File: src/rtl/fetch_unit.sv
// fetch_unit: HOLY CORE instruction fetch stage.
//   Owns the fetch PC and issues in-order word requests to instruction memory.
//   Returned words are buffered together with their PCs and handed to decode.
//   A redirect flushes the buffer and discards responses that are still in flight.
// Ports:
//   clk, rst_n               clock, synchronous active-low reset
//   imem_req_*               request channel: valid/ready, word-aligned addr
//   imem_rsp_*               response channel: valid, data (always accepted)
//   dec_*                    decode channel: valid/ready, instr, pc, misaligned flag
//   redirect_valid/_target   flush the buffer and restart fetch at the target
// Build option:
//   FETCH_MISALIGN_TRAP_EN   when defined, a misaligned redirect enters FAULT and
//                            queues one fault entry. When undefined, target[1:0]
//                            is forced to 0 and dec_misaligned is tied 0.
module fetch_unit #(
  parameter logic [31:0] RESET_VECTOR = 32'h0000_0000,
  parameter int BUF_DEPTH = 2
) (
  input  logic        clk,
  input  logic        rst_n,
  output logic        imem_req_valid,
  input  logic        imem_req_ready,
  output logic [31:0] imem_req_addr,
  input  logic        imem_rsp_valid,
  input  logic [31:0] imem_rsp_data,
  output logic        dec_valid,
  input  logic        dec_ready,
  output logic [31:0] dec_instr,
  output logic [31:0] dec_pc,
  output logic        dec_misaligned,
  input  logic        redirect_valid,
  input  logic [31:0] redirect_target
);
  localparam int AW = $clog2(BUF_DEPTH);
  localparam int CW = AW + 1;
  localparam int UW = CW + 1;
`ifdef FETCH_MISALIGN_TRAP_EN
  localparam bit TRAP = 1'b1;
`else
  localparam bit TRAP = 1'b0;
`endif
  typedef enum logic {RUN, FAULT} state_t;
  state_t r_state, w_state_next;
  logic [31:0] r_fetch_pc, r_rsp_pc;
  logic [CW-1:0] r_out, r_drop, r_count;
  logic [AW-1:0] r_rd, r_wr;
  logic [31:0] r_instr [BUF_DEPTH];
  logic [31:0] r_pc [BUF_DEPTH];
  logic r_mis [BUF_DEPTH];
  logic w_pop, w_acc, w_push, w_mis, w_credit;
  logic [31:0] w_target;
  logic [UW-1:0] w_used;
  assign w_mis = TRAP & (redirect_target[1:0] != 2'b00);
  assign w_target = TRAP ? redirect_target : (redirect_target & ~32'h3);
  assign dec_valid = r_count != '0;
  assign dec_instr = dec_valid ? r_instr[r_rd] : 32'h0;
  assign dec_pc = dec_valid ? r_pc[r_rd] : 32'h0;
  assign dec_misaligned = TRAP & dec_valid & r_mis[r_rd];
  assign w_pop = dec_valid & dec_ready;
  // the same-cycle pop frees a slot, which keeps a depth-2 buffer at full rate
  assign w_used = UW'(r_out) + UW'(r_count) - UW'(w_pop);
  assign w_credit = w_used < UW'(BUF_DEPTH);
  assign imem_req_valid = rst_n & (r_state == RUN) & ~redirect_valid & w_credit;
  assign imem_req_addr = r_fetch_pc & ~32'h3;
  assign w_acc = imem_req_valid & imem_req_ready;
  assign w_push = imem_rsp_valid & (r_drop == '0) & ~redirect_valid;
  always_comb begin
    w_state_next = r_state;
    if (redirect_valid) w_state_next = w_mis ? FAULT : RUN;
  end
  always_ff @(posedge clk) begin
    if (!rst_n) begin
      r_state <= RUN;
      r_fetch_pc <= RESET_VECTOR;
      r_rsp_pc <= RESET_VECTOR;
      r_out <= '0;
      r_drop <= '0;
      r_count <= '0;
      r_rd <= '0;
      r_wr <= '0;
    end else begin
      r_state <= w_state_next;
      if (redirect_valid) begin
        // every response still owed by memory belongs to the old stream
        r_fetch_pc <= w_target;
        r_rsp_pc <= w_target;
        r_out <= r_out - CW'(imem_rsp_valid);
        r_drop <= r_out - CW'(imem_rsp_valid);
        r_rd <= '0;
        r_wr <= AW'(w_mis);
        r_count <= CW'(w_mis);
        if (w_mis) begin
          r_instr[0] <= 32'h0000_0013;
          r_pc[0] <= redirect_target;
          r_mis[0] <= 1'b1;
        end
      end else begin
        if (w_acc) r_fetch_pc <= r_fetch_pc + 32'd4;
        r_out <= r_out + CW'(w_acc) - CW'(imem_rsp_valid);
        if (imem_rsp_valid && r_drop != '0) r_drop <= r_drop - CW'(1);
        if (w_push) begin
          r_instr[r_wr] <= imem_rsp_data;
          r_pc[r_wr] <= r_rsp_pc;
          r_mis[r_wr] <= 1'b0;
          r_rsp_pc <= r_rsp_pc + 32'd4;
          r_wr <= r_wr + AW'(1);
        end
        if (w_pop) r_rd <= r_rd + AW'(1);
        r_count <= r_count + CW'(w_push) - CW'(w_pop);
      end
    end
  end
endmodule

File: config.mk
export PLATFORM = sky130hd
export DESIGN_NAME = fetch_unit
export DESIGN_NICKNAME = d
export VERILOG_FILES = /design/src/rtl/fetch_unit.sv
export SDC_FILE = /design/constraint.sdc
export NUM_CORES = 1
export LEC_CHECK = 0
export BUFFER_PORTS_ARGS = -buffer_cell sky130_fd_sc_hd__buf_2
export CELL_PAD_IN_SITES_DETAIL_PLACEMENT = 0
export CELL_PAD_IN_SITES_GLOBAL_PLACEMENT = 1
export CORE_AREA = 2 2 205 126
export DETAILED_ROUTE_END_ITERATION = 8
export DIE_AREA = 0 0 207 128
export PLACE_DENSITY_LB_ADDON = 0.08
export SLEW_MARGIN = 20
export SYNTH_ARGS = -nofsm -noshare
export SYNTH_HDL_FRONTEND = slang
export SYNTH_SLANG_ARGS = --single-unit
File: constraint.sdc
create_clock -name clk -period 3.7 [get_ports clk]
set_input_delay 0.185 -clock clk [delete_from_list [all_inputs] [get_ports clk]]
set_output_delay 0.185 -clock clk [all_outputs]
set_load 0.05 [all_outputs]
## Yosys cells after proc, flatten, opt, wreduce, memory -nomap -nowiden

Memory sizes are Yosys's and may differ from the RTL's. A register that Yosys moved wholly into a read port is not among the register bits.
Index checks and enable logic that the tools add are counted.

| cells by class | value |
|---|---|
| muxes and demuxes | 17 |
| $lt $le $gt $ge | 1 |
| $add $sub $neg | 12 |
| reduce and logical (&&, ||, !) cells | 8 |
| bitwise logic cells | 8 |

Operators by type and width:

| operator | count |
|---|---|
| 32-bit 2-to-1 mux | 6 |
| 32-bit by 3-bit adder with 32-bit output, second input constant | 2 |
| 2-bit nonzero test | 5 |
| 1-bit 2-to-1 mux | 8 |
| 1-bit bitwise AND | 6 |
| 2-bit 2-to-1 mux | 3 |
| 2-bit by 1-bit subtractor with 2-bit output | 3 |
| 2-bit by 1-bit adder with 2-bit output | 2 |
| 2-bit by 2-bit adder with 3-bit output | 1 |
| 3-bit by 2-bit < comparator with 1-bit output, second input constant | 1 |
| 3-bit by 1-bit subtractor with 3-bit output | 1 |
| 1-bit adder, second input constant | 2 |
| 2-bit logical NOT | 1 |
| 1-bit inverter | 2 |
| 2-bit OR reduction | 1 |
| 2-bit by 1-bit subtractor with 2-bit output, second input constant | 1 |
| 1-bit logical AND | 1 |

| word-level totals | value |
|---|---|
| logic and storage cells | 57 |
| memories | 2 |
| flip-flop bits (word level) | 72 |
| output and inout port bits | 99 |
| bits in writable memories | 128 |

Memory list:

| memory | depth | bits a word | read ports | clocked after Yosys merged registers in | wr ports | line | RTL |
|---|---|---|---|---|---|---|---|
| r_instr | 2 | 32 | 1 | 1 | 1 | 47 | `logic [31:0] r_instr [BUF_DEPTH];` |
| r_pc | 2 | 32 | 1 | 1 | 1 | 48 | `logic [31:0] r_pc [BUF_DEPTH];` |

## Longest topological paths before layout

Gate-level depths: netlist (run 1).

| logic depth | value |
|---|---|
| depth after elaboration | 9 |
| mapped depth | 16 |

## Worst setup path before layout (run 1)

OpenSTA, ideal clock, no wires.

| timing path | value |
|---|---|
| kind | register -> register |
| start | register r_drop[0] |
| end | memory r_instr[0][0] (enable) |
| buffers on the path | 1 |
| path slack | -0.157 ns |
| stages on the path, launching flop included | 6 |
| arrival | 3.375 ns |
| period minus slack after synthesis | 3.857 ns |
| cells stage by stage | dfxtp_1 inv_1 ha_1 buf_2 nand3_1 nor2_1 |

| between the ends | value |
|---|---|
| cells in the longest elaborated chain, start to end | 7 |

Ends and longest elaborated chain:

| item | line | RTL |
|---|---|---|
| start: declaration | 45 | `logic [CW-1:0] r_out, r_drop, r_count;` |
| start signal: assignment | 88 | `r_drop <= r_out - CW'(imem_rsp_valid);` |
| start signal: assignment | 100 | `if (imem_rsp_valid && r_drop != '0) r_drop <= r_drop - CW'(1);` |
| 2-bit logical NOT | 66 | `assign w_push = imem_rsp_valid & (r_drop == '0) & ~redirect_valid;` |
| 1-bit bitwise AND (2 in series) | 66 |  |
| 1-bit 2-to-1 mux | 101 | `if (w_push) begin` |
| 1-bit 2-to-1 mux | n/a |  |
| 1-bit 2-to-1 mux | 72 | `if (!rst_n) begin` |
| 1-bit 2-to-1 mux | n/a |  |
| end: declaration | 47 |  |

No other way between the ends.

## Worst setup path in the final report (run 1)

| timing path | value |
|---|---|
| start | register r_count[1] |
| end | register r_out[1] |

| between the ends | value |
|---|---|
| cells in the longest elaborated chain, start to end | 9 |

Ends and longest elaborated chain:

| item | line | RTL |
|---|---|---|
| start: declaration | 45 |  |
| start signal: assignment | 91 | `r_count <= CW'(w_mis);` |
| start signal: assignment | 109 | `r_count <= r_count + CW'(w_push) - CW'(w_pop);` |
| branches (longest 2 deep; another with 2-bit by 2-bit adder with 3-bit output) | n/a |  |
| 3-bit by 1-bit subtractor with 3-bit output (*) | 61 | `assign w_used = UW'(r_out) + UW'(r_count) - UW'(w_pop);` |
| 3-bit by 2-bit < comparator with 1-bit output (*) | 62 | `assign w_credit = w_used < UW'(BUF_DEPTH);` |
| 1-bit bitwise AND (*) | 63 | `assign imem_req_valid = rst_n & (r_state == RUN) & ~redirect_valid & w_credit;` |
| 1-bit bitwise AND (*) | 65 | `assign w_acc = imem_req_valid & imem_req_ready;` |
| 2-bit by 1-bit adder with 2-bit output (*) | 99 | `r_out <= r_out + CW'(w_acc) - CW'(imem_rsp_valid);` |
| 2-bit by 1-bit subtractor with 2-bit output (*) | 99 |  |
| 2-bit 2-to-1 mux (*) | 83 | `if (redirect_valid) begin` |
| end signal: assignment | 87 | `r_out <= r_out - CW'(imem_rsp_valid);` |
| end signal: assignment | 99 |  |
| end: declaration | 45 |  |

Every way passes the cells marked *.
A chain may end at the register's enable or synchronous reset.

==> flow_summary.ini, run 1 <==
[status]
status = finished clean

[setup_path]
path_cells = inv_1 > nor3b_1 > o21ai_0 > fa_1 > xor2_1 > and4_1 > inv_2 > ha_1 > inv_1 > ha_1 > xnor2_1 > o21ai_0 > xnor2_1 > nor2_1
crit_required_ns = 4.02
r2r_end = r_out[1]$_SDFF_PN0_
cp-end-kind = flop
r2r_start = r_count[1]$_SDFF_PP0_
cp-start-kind = flop
slowest_delay_ns = 0.41
critPathMaxFanout = 3
worst-path-buf-inv = 3
r2r_slack_ns = 0.67
crit_family = adder cells
slowest_stage = dfxtp_1
rr_worst_depth = 14
worst-setup-path-type = flop to flop
crit_arrival_ns = 3.35

[clocking]
cts_buffers = 17
clock_latency_ns = 0.43
cts_root_buf = clkbuf_16
clockBufferDepth = 2
htreeDepth = 4
clk_pin_slew_ns = 0.07
cts_tree = built
clock-sinks = 193

[synthesis]
synth_common_cells = 124 x edfxtp_1, 90 x nor2_1, 69 x dfxtp_1
synthArstFlopShare_pct = 0
yosysTopAreaCell = edfxtp_1
syn_avg_cell_area_um2 = 11.5
yosys_warnings = 0
syn_inst = 744
syn_area_mm2 = 0.00853
netlist.area_leader.share_pct = 43.6
synth_enable_flop_cells = 124
synth-main-ff-cell = edfxtp_1
synth_cell_types = 53
yosys-top-cells-area = edfxtp_1 44%, dfxtp_1 16%, mux2i_1 7.4%, nor2_1 4.0%, xnor2_1 3.5%
seq_area_frac_synth_pct = 59.8
synth.most_common_cell = edfxtp_1
ys_seq_elements = 193

[job]
drv_cap = 0

[timing]
slew_headroom_pct = 39.0
max_freq_ghz = 0.330
tightest_slew_ns = 0.908
finalSetupViolations = 0
slew_viol_final = 0
grt_setup_unrepaired = false
hold_viol = 0
fin_skew_ns = 0.00882
period_minus_slack_ns = 3.03
tns_ns = 0
fin_crit_sh_pct = 82.0

[final_layout]
diodes = 0
areaGrowthSynthToFinish_pct = 23.7
drive_above_1_share_pct = 23.6
final_nets = 1005

[routing]
drtIter0Drc = 385
drt-pass1-iter-count = 5
postRouteAntennaNets = 0
via_per_inst = 5.01
dr_total_vias = 6352
post_drt_wl_per_cell_um = 17.7
wl_um = 22400
drcViolationCount = 0

[floorplanning]
die_x_um = 207
rows = 45
initial_utilization_pct = 34.4
fp.dieArea_mm2 = 0.0265
dieHeight_um = 128
core_mm2 = 0.0248
ioPinCount = 169

[global_route]
grt_pass1_vias = 6234
grt_start_max_net_pins = 63
grt_first_pass_wirelength_um = 35300
overflow = 0
antenna_found_initial = 1
track_usage_pct = 17.2

[hold_path]
hp-class = primary input to flop
min-delay-start = redirect_target[15]
hold_depth = 3
hold-path-endpoint = r_fetch_pc[15]$_SDFFE_PN0P_

[power]
p_leak_nw = 3.84
power_mw = 4.79
power.density_mw_per_mm2 = 454
ir_worst_vdd_uv = 318

[placed_design]
hpwlAfterDp_um = 15400
gp_congestion = 0.782
place.port_buffers = 161
## cells in the final DEF, fill, tap and decap left out, types with 7 or more instances in the layout
cell type,count
a21oi_1,46
a31oi_1,8
and3_1,11
and4_1,8
buf_2,161
buf_4,10
clkbuf_16,17
dfxtp_1,68
dlygate4sd3_1,33
edfxtp_1,124
ha_1,8
inv_1,13
mux2i_1,63
nand2_1,45
nand3_1,26
nand4_1,18
nor2_1,87
nor3_1,10
nor4_1,7
o21ai_0,32
o22ai_1,7
xnor2_1,34
xor2_1,17
## worst max-delay path by stage
| stage | slack [ns] | end | depth (start not counted) | start |
|---|---|---|---|---|
| 2_1_floorplan | -0.16 | r_instr[0][0]$_DFFE_PP_ | 5 | r_drop[0]$_SDFFE_PN0P_ |
| 3_3_place_gp | 0.73 | r_out[1]$_SDFF_PN0_ | 14 | r_count[1]$_SDFF_PP0_ |
| 3_5_place_dp | 0.66 | r_fetch_pc[6]$_SDFFE_PN0P_ | 8 | r_count[1]$_SDFF_PP0_ |
| 4_1_cts | 0.65 | r_fetch_pc[28]$_SDFFE_PN0P_ | 8 | r_count[1]$_SDFF_PP0_ |
| 5_1_grt | 0.41 | r_out[1]$_SDFF_PN0_ | 14 | r_count[1]$_SDFF_PP0_ |
| 6_report | 0.67 | r_out[1]$_SDFF_PN0_ | 14 | r_count[1]$_SDFF_PP0_ |
## stage by stage
| stage | instance area, um^2 | instances | hold slack [ns] | util [%] | setup WS [ns] |
|---|---|---|---|---|---|
| global route | 10600 | 1268 | 0.0164 | 42.6 | 0.412 |
| detailed placement | 9680 | 1203 | 0.376 | 39.1 | 0.659 |
| global placement | 9680 | 1203 | 0.375 | 39.1 | 0.729 |
| CTS | 10500 | 1268 | 0.00668 | 42.6 | 0.650 |
| finish | 10600 | 1268 | 0.0365 | 42.6 | 0.665 |
| floorplan | 8550 | 748 | 0.284 | - | -0.157 |
## repair_timing
item | in CTS | in global routing
resized for setup | 0 | 0
setup endpoints to repair | 0 | 0
buffers inserted | 0 | 0
hold buffers | 33 | 0
endpoints found under the hold margin | 65 | 0
## cells by family (layout without fill, tap and decap cells)
kind of cell               after synthesis  count (layout)  share of synthesized area [%]
adders and majority gates                9               9                           1.41
DFF                                    193             193                           59.8
muxes                                   68              68                           8.05
buffers and inverters                   62             253                           3.39
AOI/OAI and AO/OA                      123             123                           8.47
other                                    1               5                         0.0439
and+or+nand+nor                        237             237                           13.6
xor gates and xnor gates                51              51                           5.23
## routing by layer
layer / global-route usage (%) / wire length, um / vias up / part of all wire (%)
met2: 26.1 / 10000 / 147 / 45
met5: 0 / 0 / - / 0
met4: 4.71 / 218 / 0 / 0.97
met1: 25.0 / 11200 / 3137 / 50
met3: 3.65 / 998 / 11 / 4.5
li1: - / - / 3057 / -
## power by group
part	switching, mW	internal [mW]
combinational	0.418	0.198
sequential	0.0862	2.38
clock	0.811	0.897
total	1.32	3.47
## area by class of cell
cell class / count / area (um^2)
Inverter: 15 / 56.3
Tap cell: 329 / 412
Clock buffer: 20 / 457
Sequential cell: 193 / 5110
Timing Repair Buffer: 206 / 1250
Clock inverter: 12 / 85.1
Fill cell: 2432 / 14200
Multi-Input combinational cell: 493 / 3190
## registers in the layout (all words and copies together), names as in the netlist, named ones only
name	flops
r_count	2
r_drop	2
r_fetch_pc	30
r_instr	64
r_out	2
r_pc	60
r_rd	1
r_rsp_pc	30
r_wr	1
## worst min-delay path, stage by stage
cell and delay, ns:
buf_2 0.12, nand2_1 0.06, a21oi_1 0.05
Note: power is estimated with default switching activity, not from simulation.
==> run 2: changes to the inputs <==
clock period = 2.5 ns   (was 3.7 ns; I/O delays follow)
==> run 2 against run 1 <==
Worst setup slack lost 0.63 ns. Combinational power is 64% higher. Core utilization up 1.7 points. First-iteration DRC count is 6.2% lower. Clock skew is essentially flat. Global-route usage is 0.092 points lower. Via count up 1.6%. Count of clock-buffer cells in the layout grew 4. Die area stayed put.
==> flow_summary.ini, run 2 (synthesis gave the netlist of run 1 again) <==
[setup_path]
r2r_end = r_fetch_pc[29]$_SDFFE_PN0P_
path_cells = inv_2 > nor3b_4 > o21ai_2 > fa_2 > xor2_2 > and4_4 > inv_2 > buf_4 > or4_1 > o22ai_1 > a221o_1
cp-end-kind = flop
crit_required_ns = 2.88
crit_family = simple AND/OR/NAND/NOR gates
slowest_delay_ns = 0.47
worst-path-buf-inv = 3
r2r_start = r_count[1]$_SDFF_PP0_
rr_worst_depth = 11
r2r_slack_ns = 0.03
slowest_stage = or4_1
critPathMaxFanout = 15
cpMostUsedCell = inv_2
worst-setup-path-type = flop to flop
cp-start-kind = flop
crit_arrival_ns = 2.85

[floorplanning]
initial_utilization_pct = 34.4
fp.dieArea_mm2 = 0.0265
core_mm2 = 0.0248
dieHeight_um = 128
rows = 45
die_x_um = 207
ioPinCount = 169

[power]
power_frac_seq_pct = 48.7
power_mw = 7.48
power.switching_mw = 1.95
clkPwrFrac_pct = 37.8
internal-power_mw = 5.53
p_leak_nw = 4.02
p_comb_share_pct = 13.6
p_sw_share_pct = 26.1
power.density_mw_per_mm2 = 681
ir_worst_vdd_uv = 486

[global_route]
grt_start_max_net_pins = 63
overflow = 0
track_usage_pct = 17.2
grt_pass1_vias = 6264
antenna_found_initial = 0
grt_first_pass_wirelength_um = 35000

[timing]
slew_headroom_pct = 60.1
fin_crit_sh_pct = 98.7
slew_viol_final = 0
hold_viol = 0
fin_skew_ns = 0.00857
period_minus_slack_ns = 2.47
tightest_slew_ns = 0.593
grt_setup_unrepaired = true
finalSetupViolations = 0
max_freq_ghz = 0.405

[final_layout]
regMostFlops = r_instr
multi_input_area_mm2 = 0.00324
mostFrequentLayoutCells = 161 x buf_2, 124 x edfxtp_1, 87 x nor2_1, 65 x dfxtp_1, 63 x mux2i_1
final_common_cell = buf_2
fin_util_pct = 44.3
diodes = 0
largestRegisters = r_instr: 64 flops, r_pc: 60 flops
final_nets = 1034
final_area_mm2 = 0.0110
final.fill_count = 2386
areaGrowthSynthToFinish_pct = 28.7
ff_latch_area_mm2 = 0.00511
drive_above_1_share_pct = 26.0
largest_reg_flops = 64

[hold_path]
hold_depth = 3
hp-class = primary input to flop
min-delay-start = redirect_target[25]
hold-path-endpoint = r_rsp_pc[25]$_SDFFE_PN0P_

[routing]
drt-pass1-iter-count = 4
drtIter0Drc = 361
wl_um = 22700
drcViolationCount = 0
postRouteAntennaNets = 0
dr_total_vias = 6456
post_drt_wl_per_cell_um = 17.5
via_per_inst = 4.98

[clocking]
clk_pin_slew_ns = 0.07
clock_latency_ns = 0.43
cts_buffers = 17
htreeDepth = 4
clockBufferDepth = 2
clock-sinks = 193
cts_root_buf = clkbuf_16
cts_tree = built

[placed_design]
gp_congestion = 0.809
hpwlAfterDp_um = 15700
post_dp_cell_area_mm2 = 0.00988
place.port_buffers = 161

[status]
status = finished clean

[job]
drv_cap = 0
-- run 2: cell count changes in the layout (fill, tap and decap cells not counted), moves of 3 or more --
cell           previous run  this run
dfxtp_1                  68        65
inv_2                     1         4
ha_1                      8         5
dlygate4sd3_1            33        43
buf_4                    10        25
clkinv_4                  4         0
buf_12                    2         6
dfxtp_2                   0         3
ha_4                      0         3
-- run 2: cell type report --
cell class / count / area share, %
Sequential cell: 193 / 46.6
Multi-Input combinational cell: 493 / 29.5
Timing Repair Buffer: 235 / 14.1
Clock buffer: 24 / 4.68
Tap cell: 329 / 3.75
Clock inverter: 8 / 0.911
Inverter: 15 / 0.513
-- run 2: worst min-delay path: cells and delay by family --
kind            cells  cell delay (ns)
buf+inv             1             0.11
compound gates      2             0.19
-- run 2: stage by stage --
stage,cells,setup TNS (ns),setup slack [ns],hold slack [ns]
after floorplan,748,-43.20,-0.347,0.224
after global placement,1220,-0.0511,-0.0511,0.313
after detailed placement,1220,-0.0781,-0.0781,0.317
after CTS,1297,0,0.00259,0.00355
after global routing,1297,-0.523,-0.118,0.0204
final,1297,0,0.0317,0.0280
-- run 2: worst max path at each step --
| stage | from | to | slack, ns | cells past startpoint |
|---|---|---|---|---|
| floorplan | r_drop[0]$_SDFFE_PN0P_ | r_instr[1][0]$_DFFE_PP_ | -0.35 | 5 |
| global placement | r_out[1]$_SDFF_PN0_ | r_out[1]$_SDFF_PN0_ | -0.05 | 13 |
| detailed placement | r_count[1]$_SDFF_PP0_ | r_out[1]$_SDFF_PN0_ | -0.08 | 14 |
| CTS | r_count[1]$_SDFF_PP0_ | r_fetch_pc[29]$_SDFFE_PN0P_ | 0.003 | 11 |
| global route | r_count[1]$_SDFF_PP0_ | r_out[1]$_SDFF_PN0_ | -0.12 | 14 |
| finish | r_count[1]$_SDFF_PP0_ | r_fetch_pc[29]$_SDFFE_PN0P_ | 0.03 | 11 |
-- run 2: repair_timing --
item                       4_1_cts  5_1_grt
setup endpoints to repair        2       12
hold buffers                    43        0
resized for setup                8        1
setup buffers                    2        1
cloned                           0        0
hold endpoints to repair        78        0
pin swaps                        3        1
-- run 2: per-layer routing --
layer	up-vias	global-route usage, %	share of wire, %
met3	18	3.94	4.4
li1	3126	-	-
met2	121	26.0	45
met4	0	5.08	0.97
met5	-	0	0
met1	3191	24.5	49
-- run 2: power groups by stage --
stage | Combinational, mW | Clock, mW | Sequential [mW]
global placement | 0.924 | 0 | 3.70
finish | 1.01 | 2.83 | 3.64
global route | 1.10 | 3.03 | 3.66
CTS | 1.02 | 2.90 | 3.64
detailed placement | 0.935 | 0 | 3.71
floorplan | 0.536 | 0 | 3.78
==> run 3: changes to the inputs <==
BUFFER_PORTS_ARGS = -buffer_cell sky130_fd_sc_hd__buf_4   (was -buffer_cell sky130_fd_sc_hd__buf_2)
HOLD_SLACK_MARGIN = 0.08   (was not set)
==> run 3 against run 2 <==
The run now ends with negative setup slack left. Sequential share of layout area shrank 2.7 points. Via count grew 2.0%. Core utilization grew 2.7 points. Global-route usage grew 0.45 points. Sequential power is essentially flat. Register-to-register slack lost 0.04 ns. Clock power grew 7.1%.
==> flow_summary.ini, run 3 (synthesis gave the netlist of run 1 again) <==
[setup_path]
cp-start-kind = flop
crit_required_ns = 2.81
critPathMaxFanout = 2
cp-end-kind = flop
worst-setup-path-type = flop to flop
crit_arrival_ns = 2.81

[final_layout]
areaGrowthSynthToFinish_pct = 36.4
fin_util_pct = 47.0
diodes = 0
largestRegisters = r_instr: 64 flops, r_pc: 60 flops
drive_above_1_share_pct = 25.4
regMostFlops = r_instr
final_nets = 1054
final_common_cell = buf_4
mostFrequentLayoutCells = 184 x buf_4, 124 x edfxtp_1, 87 x nor2_1, 66 x dfxtp_1, 63 x mux2i_1
largest_reg_flops = 64

[clocking]
clock_latency_ns = 0.43
cts_buffers = 17
clock-sinks = 193
clk_pin_slew_ns = 0.07
clockBufferDepth = 2
cts_root_buf = clkbuf_16
cts_tree = built
htreeDepth = 4

[floorplanning]
initial_utilization_pct = 34.4
fp.dieArea_mm2 = 0.0265
die_x_um = 207
dieHeight_um = 128
rows = 45
ioPinCount = 169
core_mm2 = 0.0248

[global_route]
grt_first_pass_wirelength_um = 36500
grt_start_max_net_pins = 63
grt_pass1_vias = 6723
track_usage_pct = 17.6
antenna_found_initial = 0
overflow = 0

[timing]
tightest_slew_ns = 0.583
grt_setup_unrepaired = true
fin_crit_sh_pct = 100
fin_skew_ns = 0.00819
final.setup.worst_slack_ns = -0.00430
slew_viol_final = 0
tns_ns = -0.00430
hold_viol = 0
slew_headroom_pct = 60.8
finalSetupViolations = 1
max_freq_ghz = 0.399
period_minus_slack_ns = 2.50

[power]
clkPwrFrac_pct = 38.9
power_frac_seq_pct = 46.7
internal-power_mw = 5.85
power.switching_mw = 1.95
ir_worst_vdd_uv = 512
p_sw_share_pct = 25.1
power_mw = 7.80
power.density_mw_per_mm2 = 670
p_comb_share_pct = 14.4
p_leak_nw = 4.21

[routing]
highest_layer = met4
wl_met1_um = 11400
drcViolationCount = 0
dr_total_vias = 6585
drt-pass1-iter-count = 5
wl_um = 23500
drtIter0Drc = 299
via_per_inst = 5.00
postRouteAntennaNets = 0
wl_met2_um = 10700
wl_met3_um = 1100
post_drt_wl_per_cell_um = 17.9

[hold_path]
hp-class = primary input to flop

[placed_design]
place.port_buffers = 161
gp_congestion = 0.842
hpwlAfterDp_um = 16000

[status]
status = finished, violations left
violations = negative setup slack

[job]
drv_cap = 0
## run 3: cell types whose count changed in the layout (fill, tap and decap cells not counted), moves of 4 or more
| cell | previous run | this run |
|---|---|---|
| buf_4 | 25 | 184 |
| bufinv_16 | 2 | 6 |
| dlygate4sd3_1 | 43 | 61 |
| buf_2 | 161 | 0 |
## run 3: metal layers
metal  vias to the layer above  global-route usage (%)
li1                       3159                       -
met1                      3233                    24.3
met2                       168                    28.0
met3                        25                    3.92
met4                         0                    5.13
met5                         -                       0
## run 3: power by group through the flow
| stage | registers [mW] | clock network (mW) | logic (mW) |
|---|---|---|---|
| 5_1_grt | 3.66 | 3.24 | 1.21 |
| 4_1_cts | 3.64 | 3.10 | 1.09 |
| 6_report | 3.64 | 3.03 | 1.13 |
| 3_5_place_dp | 3.71 | 0 | 0.997 |
| 2_1_floorplan | 3.78 | 0 | 0.536 |
| 3_3_place_gp | 3.70 | 0 | 0.982 |
## run 3: metrics by stage
stage	instances	worst slack (ns)	area (um^2)	hold WS [ns]
after floorplan	748	-0.347	8590	0.224
after global placement	1219	-0.0281	10300	0.311
after detailed placement	1219	-0.0698	10300	0.314
after CTS	1314	-0.0353	11500	0.0826
after global routing	1317	-0.214	11600	0.108
final	1317	-0.00430	11600	0.0939
## run 3: cell type report
type,count,area (um^2)
Fill cell,2316,13100
Clock buffer,20,437
Tap cell,329,412
Sequential cell,193,5110
Timing Repair Buffer,255,2170
Clock inverter,12,213
Inverter,15,56.3
Multi-Input combinational cell,493,3250
## run 3: final timing paths
kind / slack [ns] / cells past startpoint / from / endpoint
setup / recovery: -0.004 / 13 / r_count[1]$_SDFF_PP0_ / r_out[1]$_SDFF_PN0_
hold / removal: 0.09 / 3 / redirect_target[14] / r_rsp_pc[14]$_SDFFE_PN0P_
setup reg to reg: -0.004 / 13 / r_count[1]$_SDFF_PP0_ / r_out[1]$_SDFF_PN0_
hold reg to reg: 0.50 / 0 / r_rsp_pc[31]$_SDFFE_PN0P_ / r_pc[1][31]$_DFFE_PP_
## run 3: critical path: stages, from the launching register on
cell and delay, ns:
dfxtp_2 0.33, inv_2 0.06, nor3b_4 0.20, o21ai_2 0.08, fa_2 0.54, and4_4 0.23, inv_2 0.04, ha_1 0.25
inv_1 0.04, ha_1 0.18, xnor2_1 0.12, o21ai_1 0.14, xnor2_1 0.13, nor2_1 0.05
## run 3: what timing repair did
item / in CTS / in global routing
hold endpoints to repair: 115 / 0
setup buffers: 2 / 2
cloned: 0 / 1
endpoints found under the setup margin: 4 / 14
hold buffers: 61 / 0
gates resized for setup: 2 / 12
pin swaps: 3 / 3
